`src/rtl/moxie_wb_master_if.sv`:
```
// ============================================================================
// Module : moxie_wb_master_if
// Brief  : Wishbone classic bus bundle between moxie_wb_master and the fabric.
// Rev    : 1.0  initial release
// ============================================================================
`default_nettype none

interface moxie_wb_master_if #(
    parameter int DATA_W = 16,
    parameter int ADDR_W = 32
) ();
    localparam int SEL_W = DATA_W / 8;

    logic [ADDR_W-1:0] adr;
    logic [DATA_W-1:0] dat_w;
    logic [DATA_W-1:0] dat_r;
    logic [SEL_W-1:0]  sel;
    logic              we;
    logic              cyc;
    logic              stb;
    logic              ack;
    logic              err;

    modport master (
        output adr, dat_w, sel, we, cyc, stb,
        input  dat_r, ack, err
    );

    modport slave (
        input  adr, dat_w, sel, we, cyc, stb,
        output dat_r, ack, err
    );
endinterface

`default_nettype wire

```
`src/rtl/moxie_wb_master.sv`:
```
// ============================================================================
// Module : moxie_wb_master
// Brief  : Registered bridge from the MoxieLite strobe/wait bus to a Wishbone
//          classic master, with error termination and a bus-timeout watchdog.
// Config : define MOXIE_WB_POSTED_WRITE_EN for the 1-entry posted-write buffer.
// Rev    : 1.0  initial release
// ============================================================================
`default_nettype none

module moxie_wb_master #(
    parameter int                       DATA_W   = 16,
    parameter int                       ADDR_W   = 32,
    parameter int                       TIMEOUT  = 255,
    parameter logic [DATA_W-1:0]        ERR_DATA = '1
) (
    input  wire logic                                    clk_i,
    input  wire logic                                    rst_i,
    input  wire logic [ADDR_W-$clog2(DATA_W/8)-1:0]      cpu_addr_i,
    input  wire logic [DATA_W-1:0]                       cpu_dout_i,
    output logic      [DATA_W-1:0]                       cpu_din_o,
    input  wire logic                                    cpu_rd_n_i,
    input  wire logic                                    cpu_wr_n_i,
    input  wire logic [DATA_W/8-1:0]                     cpu_be_n_i,
    output logic                                         cpu_wait_n_o,
    moxie_wb_master_if.master                            wb,
    output logic                                         bus_err_o,
    output logic      [ADDR_W-1:0]                       err_adr_o
);

    localparam int c_SEL_W = DATA_W / 8;
    localparam int c_LSB   = $clog2(c_SEL_W);
    localparam int c_TMO_W = (TIMEOUT == 0) ? 1 : $clog2(TIMEOUT + 1);
    localparam logic [c_TMO_W-1:0] c_TMO_MAX = {c_TMO_W{1'b1}};

`ifdef MOXIE_WB_POSTED_WRITE_EN
    localparam bit c_POSTED = 1'b1;
`else
    localparam bit c_POSTED = 1'b0;
`endif

    typedef enum logic [1:0] {
        S_IDLE = 2'd0,
        S_BUS  = 2'd1,
        S_DONE = 2'd2
    } state_t;

    state_t              r_state;
    logic [ADDR_W-1:0]   r_adr;
    logic [DATA_W-1:0]   r_dat;
    logic [c_SEL_W-1:0]  r_sel;
    logic                r_we;
    logic                r_cyc;
    logic [DATA_W-1:0]   r_din;
    logic                r_bus_err;
    logic [ADDR_W-1:0]   r_err_adr;
    logic [c_TMO_W-1:0]  r_tmo_cnt;
    logic                r_posted;

    logic                w_req;
    logic                w_is_wr;
    logic [ADDR_W-1:0]   w_cpu_badr;
    logic                w_tmo_hit;
    logic                w_term;
    logic                w_fault;
    logic                w_wait_n;

    // Both strobes low is resolved as a write.
    assign w_req      = !cpu_rd_n_i || !cpu_wr_n_i;
    assign w_is_wr    = !cpu_wr_n_i;
    assign w_cpu_badr = {cpu_addr_i, {c_LSB{1'b0}}};

    // The counter holds the number of completed BUS cycles, so the current
    // cycle is the TIMEOUT-th one when it reads TIMEOUT-1.
    generate
        if (TIMEOUT == 0) begin : g_wdog_off
            assign w_tmo_hit = 1'b0;
        end else begin : g_wdog_on
            localparam logic [c_TMO_W-1:0] c_TMO_LAST = c_TMO_W'(TIMEOUT - 1);
            assign w_tmo_hit = (r_state == S_BUS) && (r_tmo_cnt == c_TMO_LAST);
        end
    endgenerate

    // err beats ack; a real termination beats a coincident timeout.
    assign w_term  = wb.ack || wb.err || w_tmo_hit;
    assign w_fault = wb.err || (w_tmo_hit && !wb.ack);

    always_comb begin
        w_wait_n = 1'b1;
        case (r_state)
            S_IDLE:  if (w_req && !(c_POSTED && w_is_wr)) w_wait_n = 1'b0;
            S_BUS:   if (!r_posted || w_req)              w_wait_n = 1'b0;
            S_DONE:  if (r_posted && w_req)               w_wait_n = 1'b0;
            default: w_wait_n = 1'b1;
        endcase
    end

    always_ff @(posedge clk_i) begin
        if (rst_i) begin
            r_state   <= S_IDLE;
            r_adr     <= '0;
            r_dat     <= '0;
            r_sel     <= '0;
            r_we      <= 1'b0;
            r_cyc     <= 1'b0;
            r_din     <= '0;
            r_bus_err <= 1'b0;
            r_err_adr <= '0;
            r_tmo_cnt <= '0;
            r_posted  <= 1'b0;
        end else begin
            r_bus_err <= 1'b0;
            case (r_state)
                S_IDLE: begin
                    if (w_req) begin
                        r_adr     <= w_cpu_badr;
                        r_dat     <= cpu_dout_i;
                        r_sel     <= w_is_wr ? ~cpu_be_n_i : {c_SEL_W{1'b1}};
                        r_we      <= w_is_wr;
                        r_cyc     <= 1'b1;
                        r_tmo_cnt <= '0;
                        r_posted  <= c_POSTED && w_is_wr;
                        r_state   <= S_BUS;
                    end
                end
                S_BUS: begin
                    if (r_tmo_cnt != c_TMO_MAX) begin
                        r_tmo_cnt <= r_tmo_cnt + 1'b1;
                    end
                    if (w_term) begin
                        r_cyc   <= 1'b0;
                        r_state <= S_DONE;
                        if (w_fault) begin
                            r_bus_err <= 1'b1;
                            r_err_adr <= r_adr;
                            if (!r_we) r_din <= ERR_DATA;
                        end else if (!r_we) begin
                            r_din <= wb.dat_r;
                        end
                    end
                end
                S_DONE: begin
                    // A request still held here is the one just served.
                    r_posted <= 1'b0;
                    r_state  <= S_IDLE;
                end
                default: begin
                    r_state <= S_IDLE;
                end
            endcase
        end
    end

    assign wb.adr       = r_adr;
    assign wb.dat_w     = r_dat;
    assign wb.sel       = r_sel;
    assign wb.we        = r_we;
    assign wb.cyc       = r_cyc;
    assign wb.stb       = r_cyc;
    assign cpu_din_o    = r_din;
    assign cpu_wait_n_o = w_wait_n;
    assign bus_err_o    = r_bus_err;
    assign err_adr_o    = r_err_adr;

endmodule

`default_nettype wire
```
`src/flat_wrapper.sv`:
```
// flat-port wrapper written by rule: the top's interface ports become plain ports
module moxie_wb_master_flat 
#(
    parameter int                       DATA_W   = 16,
    parameter int                       ADDR_W   = 32,
    parameter int                       TIMEOUT  = 255,
    parameter logic [DATA_W-1:0]        ERR_DATA = '1
)
  (clk_i, rst_i, cpu_addr_i, cpu_dout_i, cpu_din_o, cpu_rd_n_i, cpu_wr_n_i, cpu_be_n_i, cpu_wait_n_o, bus_err_o, err_adr_o, wb_adr, wb_dat_w, wb_sel, wb_we, wb_cyc, wb_stb, wb_dat_r, wb_ack, wb_err);
  moxie_wb_master_if #(.DATA_W(DATA_W), .ADDR_W(ADDR_W)) wb_i ();
  input  wire logic clk_i;
  input  wire logic rst_i;
  input  wire logic [ADDR_W-$clog2(DATA_W/8)-1:0] cpu_addr_i;
  input  wire logic [DATA_W-1:0] cpu_dout_i;
  output logic      [DATA_W-1:0] cpu_din_o;
  input  wire logic cpu_rd_n_i;
  input  wire logic cpu_wr_n_i;
  input  wire logic [DATA_W/8-1:0] cpu_be_n_i;
  output logic cpu_wait_n_o;
  output logic bus_err_o;
  output logic      [ADDR_W-1:0] err_adr_o;
  output wire logic [$bits(wb_i.adr)-1:0] wb_adr;
  output wire logic [$bits(wb_i.dat_w)-1:0] wb_dat_w;
  output wire logic [$bits(wb_i.sel)-1:0] wb_sel;
  output wire logic [$bits(wb_i.we)-1:0] wb_we;
  output wire logic [$bits(wb_i.cyc)-1:0] wb_cyc;
  output wire logic [$bits(wb_i.stb)-1:0] wb_stb;
  input wire logic [$bits(wb_i.dat_r)-1:0] wb_dat_r;
  input wire logic [$bits(wb_i.ack)-1:0] wb_ack;
  input wire logic [$bits(wb_i.err)-1:0] wb_err;
  assign wb_adr = wb_i.adr;
  assign wb_dat_w = wb_i.dat_w;
  assign wb_sel = wb_i.sel;
  assign wb_we = wb_i.we;
  assign wb_cyc = wb_i.cyc;
  assign wb_stb = wb_i.stb;
  assign wb_i.dat_r = wb_dat_r;
  assign wb_i.ack = wb_ack;
  assign wb_i.err = wb_err;
  moxie_wb_master #(.DATA_W(DATA_W), .ADDR_W(ADDR_W), .TIMEOUT(TIMEOUT), .ERR_DATA(ERR_DATA)) u_core (.clk_i(clk_i), .rst_i(rst_i), .cpu_addr_i(cpu_addr_i), .cpu_dout_i(cpu_dout_i), .cpu_din_o(cpu_din_o), .cpu_rd_n_i(cpu_rd_n_i), .cpu_wr_n_i(cpu_wr_n_i), .cpu_be_n_i(cpu_be_n_i), .cpu_wait_n_o(cpu_wait_n_o), .wb(wb_i), .bus_err_o(bus_err_o), .err_adr_o(err_adr_o));
endmodule
```
`config.mk`:
```
export PLATFORM = sky130hd
export DESIGN_NAME = moxie_wb_master_flat
export DESIGN_NICKNAME = d
export VERILOG_FILES = /design/src/rtl/moxie_wb_master_if.sv /design/src/rtl/moxie_wb_master.sv /design/src/flat_wrapper.sv
export SDC_FILE = /design/constraint.sdc
export NUM_CORES = 1
export LEC_CHECK = 0
export BUFFER_PORTS_ARGS = -buffer_cell sky130_fd_sc_hd__buf_2
export CAP_MARGIN = 25
export CORE_ASPECT_RATIO = 0.9
export CORE_MARGIN = 4
export CORE_UTILIZATION = 43
export DETAILED_ROUTE_END_ITERATION = 10
export PLACE_DENSITY = 0.76
export SYNTH_ARGS = -nofsm -noshare
export SYNTH_HDL_FRONTEND = slang
export SYNTH_SLANG_ARGS = --single-unit
```
`constraint.sdc`:
```
create_clock -name clk_i -period 1.6 [get_ports clk_i]
set_input_delay 0 -clock clk_i [delete_from_list [all_inputs] [get_ports clk_i]]
set_output_delay 0 -clock clk_i [all_outputs]
set_load 0.05 [all_outputs]
```
==> metrics.md, run 1 <==
| Metric | Value |
|---|---|
| Setup TNS | `-0.110 ns` |
| CP endpoint kind | `flop` |
| DP Cell Count | `750` |
| Skew final | `0.0112 ns` |
| Slew Limit Fails | `0` |
| Row count | `33` |
| Layout cells sized above 1 | `0.414` |
| WL met3 | `~1100 µm` |
| Post-synth EDFFs | `0` |
| Final Setup Violations | `2` |
| WP data required | `1.83 ns` |
| Vias post-DR | `4,407` |
| Cells after Synth | `473` |
| Min Tclk post-route | `1.66 ns` |
| FF+latch area | `2200 µm²` |
| Synth top area share | `0.519` |
| Area delta synth->final | `52.9%` |
| Number of global-route vias before repair | `4,299` |
| Filler instances | `roughly 700` |
| Synth cell types | `45` |
| Initial antenna violation count | `0` |
| Gr usage total | `0.223` |
| Die H | `102 µm` |
| WL met2 | `7060 µm` |
| Post-synthesis average cell area | `8.89 µm²` |
| RSZ-0062 raised after global routing | `yes` |
| P per Cell Area | `992 nW/µm²` |
| First-pass GRT wire length | `~21,000 µm` |
| Seq/Total Area, Yosys | `0.519` |
| GPL Wtd Cong | `about 0.83` |
| Largest net degree at the start of global routing | `42` |
| Netlist Area Pre-Place | `4200 µm²` |
| Peak supply drop | `0.000681 V` |
| DRT Pass-1 Iters | `4` |
| Max Cap Viol | `0` |
| Port Buffers | `171` |
| Failing checks | `negative setup slack` |
| Final hold vios | `0` |
| Syn. warnings | `0` |
| Die width | `112 µm` |
| Root buf cell | `clkbuf_8` |
| CTS Buf Count | `9` |
| R2R Setup Slk | `-0.06 ns` |
| Multi-input gate area | `1940 µm²` |
| Pre-CTS WS | `-0.272 ns` |
| Leak pwr | `roughly 2.9 nW` |
| Outcome | `complete, but fails checks` |
| ANT nets after route | `0` |
| Async set or reset register ratio after synthesis | `0` |
| Depth of the CTS H-tree | `3` |
| WL final | `between 10,000 and 15,000 µm` |
| Sink Count | `109` |
| DIE AREA | `roughly 11,000 µm²` |
| Max FO, Critical Path | `8` |
| Wire length per cell | `16.3 µm` |
| Post-DP HPWL | `8410 µm` |
| Critical Path AT | `1.89 ns` |
| Synth top area cells | `dfxtp_1, a21oi_1, nand2_1` |
| Area of the core | `9330 µm²` |
| DR top layer | `met4` |
| ANT cells | `0` |
| Synthesized flop and latch total | `109` |
| Ys flop type | `dfxtp_1` |
| DRC | `0` |
| Total grt overflow | `0` |
| Post-Layout Cell Count | `840` |
| Worst-Skew Late Latency | `0.36 ns` |
| Worst-path clk slew | `0.11 ns` |
| Fin crit share | `1.03` |
| Setup CP Type | `reg -> reg` |
| Num ports | `174` |
| Setup crit start kind | `flop` |
| Initial Utilization | `0.451` |
| Number of DRC markers in iteration 0 | `273` |
| PnR worst setup slack | `-0.0550 ns` |
| Min-delay worst type | `in -> reg` |
| M1 WL | `approximately 5300 µm` |
| Fmax | `604 MHz` |
| Nets | `about 790` |
| Clock buffer depth | `2` |
| Via/cell ratio | `approximately 5.2` |
| Leading area contributor after synthesis | `dfxtp_1` |
| CTS tree | `built` |
## cell usage in the layout, fill, tap and decap left out, types with 2 or more instances in the layout
master         instances
buf_2                170
or2_2                  2
a21oi_2                7
conb_1                 2
a21oi_1               76
buf_6                  3
inv_1                  3
o211a_1                2
buf_12                 6
nor2_1                 5
nor3_1                 4
nand3_1               35
o221a_2               15
dlygate4sd3_1         68
o31ai_1                2
a211oi_1               2
dfxtp_1              100
clkbuf_16              3
dfxtp_2                7
a211o_1                2
buf_4                 21
inv_8                  2
clkbuf_8              10
dfxtp_4                2
a21bo_2               30
nand2_1              102
o21ai_0                2
## cells by family after synthesis
group | Yosys count | synth area share
buf+inv | 47 | 0.0467
flops | 109 | 0.519
other cells | 1 | 0.000892
fa+ha+maj | 2 | 0.00595
compound gates | 149 | 0.253
simple gates | 165 | 0.175
## what timing repair did
action                                 in CTS  in global routing
setup endpoints to repair                  24                 50
setup buffers                               1                  1
endpoints found under the hold margin      66                  0
cloned                                      0                  4
pin swaps                                   2                  5
resized for setup                           6                 22
hold buffers                               68                  0
## metrics by stage
| step | utilization | hold WS [ns] | power (mW) | area (µm²) |
|---|---|---|---|---|
| after floorplan | - | 0.0964 | 4.14 | 4260 |
| after global placement | 0.572 | 0.182 | 4.56 | 5340 |
| after detailed placement | 0.572 | 0.196 | 4.59 | 5340 |
| after CTS | 0.670 | 0.0375 | 6.35 | 6250 |
| after global routing | 0.689 | 0.135 | 6.65 | 6430 |
| final | 0.689 | 0.0529 | 6.38 | 6430 |
## state kept, by name, indices dropped and copies added (netlist names)
register	flops
u_core.wb.dat_w	16
u_core.wb.we	1
u_core.r_state	2
u_core.wb.cyc	1
u_core.err_adr_o	31
u_core.cpu_din_o	16
u_core.bus_err_o	1
u_core.wb.sel	2
u_core.r_tmo_cnt	8
u_core.wb.adr	31
## cell usage after synthesis, types with 2 or more instances
master / number
nor3_1: 4
o211a_1: 2
ha_1: 2
buf_2: 7
o221a_2: 15
a21bo_2: 30
a211o_1: 2
nor2_1: 5
and3_1: 2
inv_1: 3
buf_4: 3
clkbuf_1: 28
o21ai_0: 2
nor2b_1: 2
or3_1: 2
a21oi_1: 83
a211oi_1: 3
buf_1: 6
dfxtp_1: 109
or2_2: 2
nand3_1: 35
o31ai_1: 2
nand2_1: 102
## path summary, 6_finish.rpt
kind                       startpoint             endpoint  depth (start not counted)
hold reg to reg   u_core.wb.dat_w[15]  u_core.wb.dat_w[15]                          2
setup reg to reg    u_core.r_state[1]  u_core.r_tmo_cnt[7]                          5
setup / recovery    u_core.r_state[1]  u_core.r_tmo_cnt[7]                          5
hold / removal             cpu_wr_n_i         u_core.wb.we                          4
## where the power goes
group | internal (mW) | switching (mW) | total [mW]
registers | 2.89 | 0.122 | 3.01
clock network | 0.649 | 0.983 | 1.63
logic | 0.566 | 1.16 | 1.73
## layer usage
metal | global-route usage | vias up
met2 | 0.411 | 198
met3 | 0.0526 | 28
met1 | 0.261 | 2050
met5 | 0 | -
li1 | - | 2131
met4 | 0.0638 | 0
## worst max-delay path, cell delays in order, from the launching register on
cell and delay, ns:
dfxtp_2 0.33, buf_4 0.17, nand3b_1 0.22, or2_2 0.32
o311ai_1 0.32, o41ai_1 0.16
## area by class of cell
| class | instances | area share |
|---|---|---|
| flip-flops and latches | 109 | 0.342 |
| well taps | 122 | 0.0237 |
| clock inverters | 5 | 0.00857 |
| repair buffers | 272 | 0.300 |
| clock buffers | 11 | 0.0220 |
| multi-input cells | 318 | 0.302 |
| inverters | 3 | 0.00175 |
Power figures use the tool's default switching activity.
==> run 2: changes to the inputs <==
--- a/config.mk
+++ b/config.mk
@@ -12,6 +12,7 @@
 export CORE_UTILIZATION = 43
 export DETAILED_ROUTE_END_ITERATION = 10
 export PLACE_DENSITY = 0.76
+export SETUP_SLACK_MARGIN = 0.1
 export SYNTH_ARGS = -nofsm -noshare
 export SYNTH_HDL_FRONTEND = slang
 export SYNTH_SLANG_ARGS = --single-unit
==> metrics.md, run 2 (synthesis results as in run 1) <==
| Metric | Value |
|---|---|
| Slew headroom | `0.633` |
| GPL Wtd Cong | `0.857 (was 0.831)` |
| Cell chain of the critical path | `inv_2 -> ha_4 -> buf_6 -> a41o_4 -> buf_12 -> a21bo_2 -> a21oi_1 (was buf_4 -> nand3b_1 -> or2_2 -> o311ai_1 -> o41ai_1)` |
| Final core utilization | `0.755 (was 0.689)` |
| Root buf cell | `clkbuf_8 (unchanged)` |
| Dpl cell area | `5310 µm² (was 5340 µm²)` |
| Depth of the CTS H-tree | `3 (unchanged)` |
| FF+latch area | `2200 µm² (about the same)` |
| Num ports | `174 (unchanged)` |
| Row count | `33 (unchanged)` |
| Multi-input gate area | `2330 µm² (was 1940 µm²)` |
| WL final | `15,300 µm (was 13,700 µm)` |
| Number of global-route vias before repair | `4,531 (was 4,299)` |
| Setup CP Type | `reg -> reg (unchanged)` |
| DIE AREA | `11,400 µm² (unchanged)` |
| First-pass GRT wire length | `21,600 µm (was 20,800 µm)` |
| Final Setup Violations | `1 (was 2)` |
| ANT nets after route | `0 (unchanged)` |
| WP data required | `1.89 ns (was 1.83 ns)` |
| RSZ-0062 raised after global routing | `yes (unchanged)` |
| Critical Path AT | `1.90 ns (was 1.89 ns)` |
| Failing checks | `negative setup slack (unchanged)` |
| Hold Path Stages | `3 (was 4)` |
| Clock buffer depth | `2 (unchanged)` |
| Skew final | `0.0146 ns (was 0.0112 ns)` |
| Area delta synth->final | `67.6% (was 52.9%)` |
| Die width | `112 µm (unchanged)` |
| CP endpoint kind | `flop (unchanged)` |
| Max Cap Viol | `0 (unchanged)` |
| Total grt overflow | `0 (unchanged)` |
| Die H | `102 µm (unchanged)` |
| Outcome | `complete, but fails checks (unchanged)` |
| Crit-path max cell delay | `0.36 ns (was 0.33 ns)` |
| Leak pwr | `3.07 nW (was 2.91 nW)` |
| Filler instances | `600 (was 706)` |
| Layout cells sized above 1 | `0.496 (was 0.414)` |
| DRC | `0 (unchanged)` |
| CTS tree | `built (unchanged)` |
| Gr usage total | `0.230 (was 0.223)` |
| R2R depth | `7 (was 5)` |
| Min Tclk post-route | `1.61 ns (was 1.66 ns)` |
| Final hold vios | `0 (unchanged)` |
| Min-delay worst type | `in -> reg (unchanged)` |
| Initial antenna violation count | `0 (unchanged)` |
| Most frequent cells in the layout | `buf_2, dfxtp_1, nand2_1, dlygate4sd3_1, a21oi_1 (was buf_2, nand2_1, dfxtp_1, a21oi_1, dlygate4sd3_1)` |
| CP max stage cell | `dfxtp_2 (unchanged)` |
| Nets | `804 (was 786)` |
| Slew Limit Fails | `0 (unchanged)` |
| Port Buffers | `171 (unchanged)` |
| Sink Count | `109 (unchanged)` |
| Most common cell after layout, fill and taps aside | `buf_2 (unchanged)` |
| Max FO, Critical Path | `12 (was 8)` |
| Post-DP HPWL | `8160 µm (was 8410 µm)` |
| PnR worst setup slack | `-0.00903 ns (was -0.0550 ns)` |
| Worst-Margin Slew | `around 0.55 ns` |
| ANT cells | `0 (unchanged)` |
| P per Cell Area | `930 nW/µm² (was 992 nW/µm²)` |
| Fmax | `621 MHz (was 604 MHz)` |
| Area of the core | `9330 µm² (unchanged)` |
| Wire length per cell | `17.8 µm (was 16.3 µm)` |
| Post-route cell area | `7040 µm² (was 6430 µm²)` |
| Via/cell ratio | `5.42 (was 5.25)` |
| DRT Pass-1 Iters | `5 (was 4)` |
| Largest net degree at the start of global routing | `66 (was 42)` |
| R2R Setup Slk | `-0.009 ns (was -0.06 ns)` |
| Worst-path clk slew | `0.11 ns (about the same)` |
| Setup crit start kind | `flop (unchanged)` |
| Worst-Skew Late Latency | `0.36 ns (about the same)` |
| Initial Utilization | `0.451 (unchanged)` |
| CTS Buf Count | `9 (unchanged)` |
| Number of DRC markers in iteration 0 | `304 (was 273)` |
| Fin crit share | `1.01 (was 1.03)` |
| Peak supply drop | `0.000690 V (was 0.000681 V)` |
| Vias post-DR | `4,649 (was 4,407)` |
-- run 2: timing repair --
item / in CTS / in global routing
setup endpoints to repair: 55 / 89
hold buffers: 66 / 0
cloned: 2 / 7
pin swaps: 11 / 37
endpoints found under the hold margin: 66 / 0
setup buffers: 10 / 8
gates resized for setup: 26 / 91
-- run 2: path summary, 6_finish.rpt --
path / endpoint / start
setup reg to reg: u_core.err_adr_o[16] / u_core.r_tmo_cnt[0]
hold reg to reg: u_core.wb.dat_w[2] / u_core.wb.dat_w[2]
setup / recovery: u_core.err_adr_o[16] / u_core.r_tmo_cnt[0]
hold / removal: u_core.r_state[1] / wb_ack
-- run 2: report_power, final --
group	leakage, nW	total, mW	internal, mW	switching [mW]
sequential	0.895	3.03	2.89	0.141
combinational	2.08	1.93	0.663	1.27
clock	0.0973	1.59	0.601	0.987
total	3.07	6.55	4.15	2.40
-- run 2: layout make-up --
cell class	instances	area share
inverter	3	0.00160
timing repair buffer	290	0.308
clock buffer	9	0.0176
tap	122	0.0217
multi-input combinational	318	0.330
sequential	109	0.312
clock inverter	7	0.00924
-- run 2: stage by stage --
| step | total power [mW] | TNS, ns | hold WS [ns] | instances | worst slack, ns |
|---|---|---|---|---|---|
| global route | 6.81 | -1.01 | 0.0646 | 858 | -0.0672 |
| global placement | 4.54 | -3.01 | 0.182 | 750 | -0.184 |
| CTS | 6.33 | 0 | 0.0159 | 843 | 0.00241 |
| detailed placement | 4.58 | -4.80 | 0.183 | 750 | -0.296 |
| finish | 6.55 | -0.00903 | 0.0554 | 858 | -0.00903 |
| floorplan | 4.15 | 0 | 0.0964 | 474 | 0.00187 |
-- run 2: worst max-delay path, delay by kind of cell (launching register included) --
kind | cells | cell delay, ns
DFF | 1 | 0.36
AOI/OAI and AO/OA | 3 | 0.70
buffers and inverters | 3 | 0.33
adders and majority gates | 1 | 0.16
-- run 2: metal layers --
| metal | global-route usage | wire, µm |
|---|---|---|
| met1 | 0.263 | 5970 |
| met2 | 0.422 | 7930 |
| met3 | 0.0579 | 941 |
| met4 | 0.0786 | 404 |
| met5 | 0 | 0 |
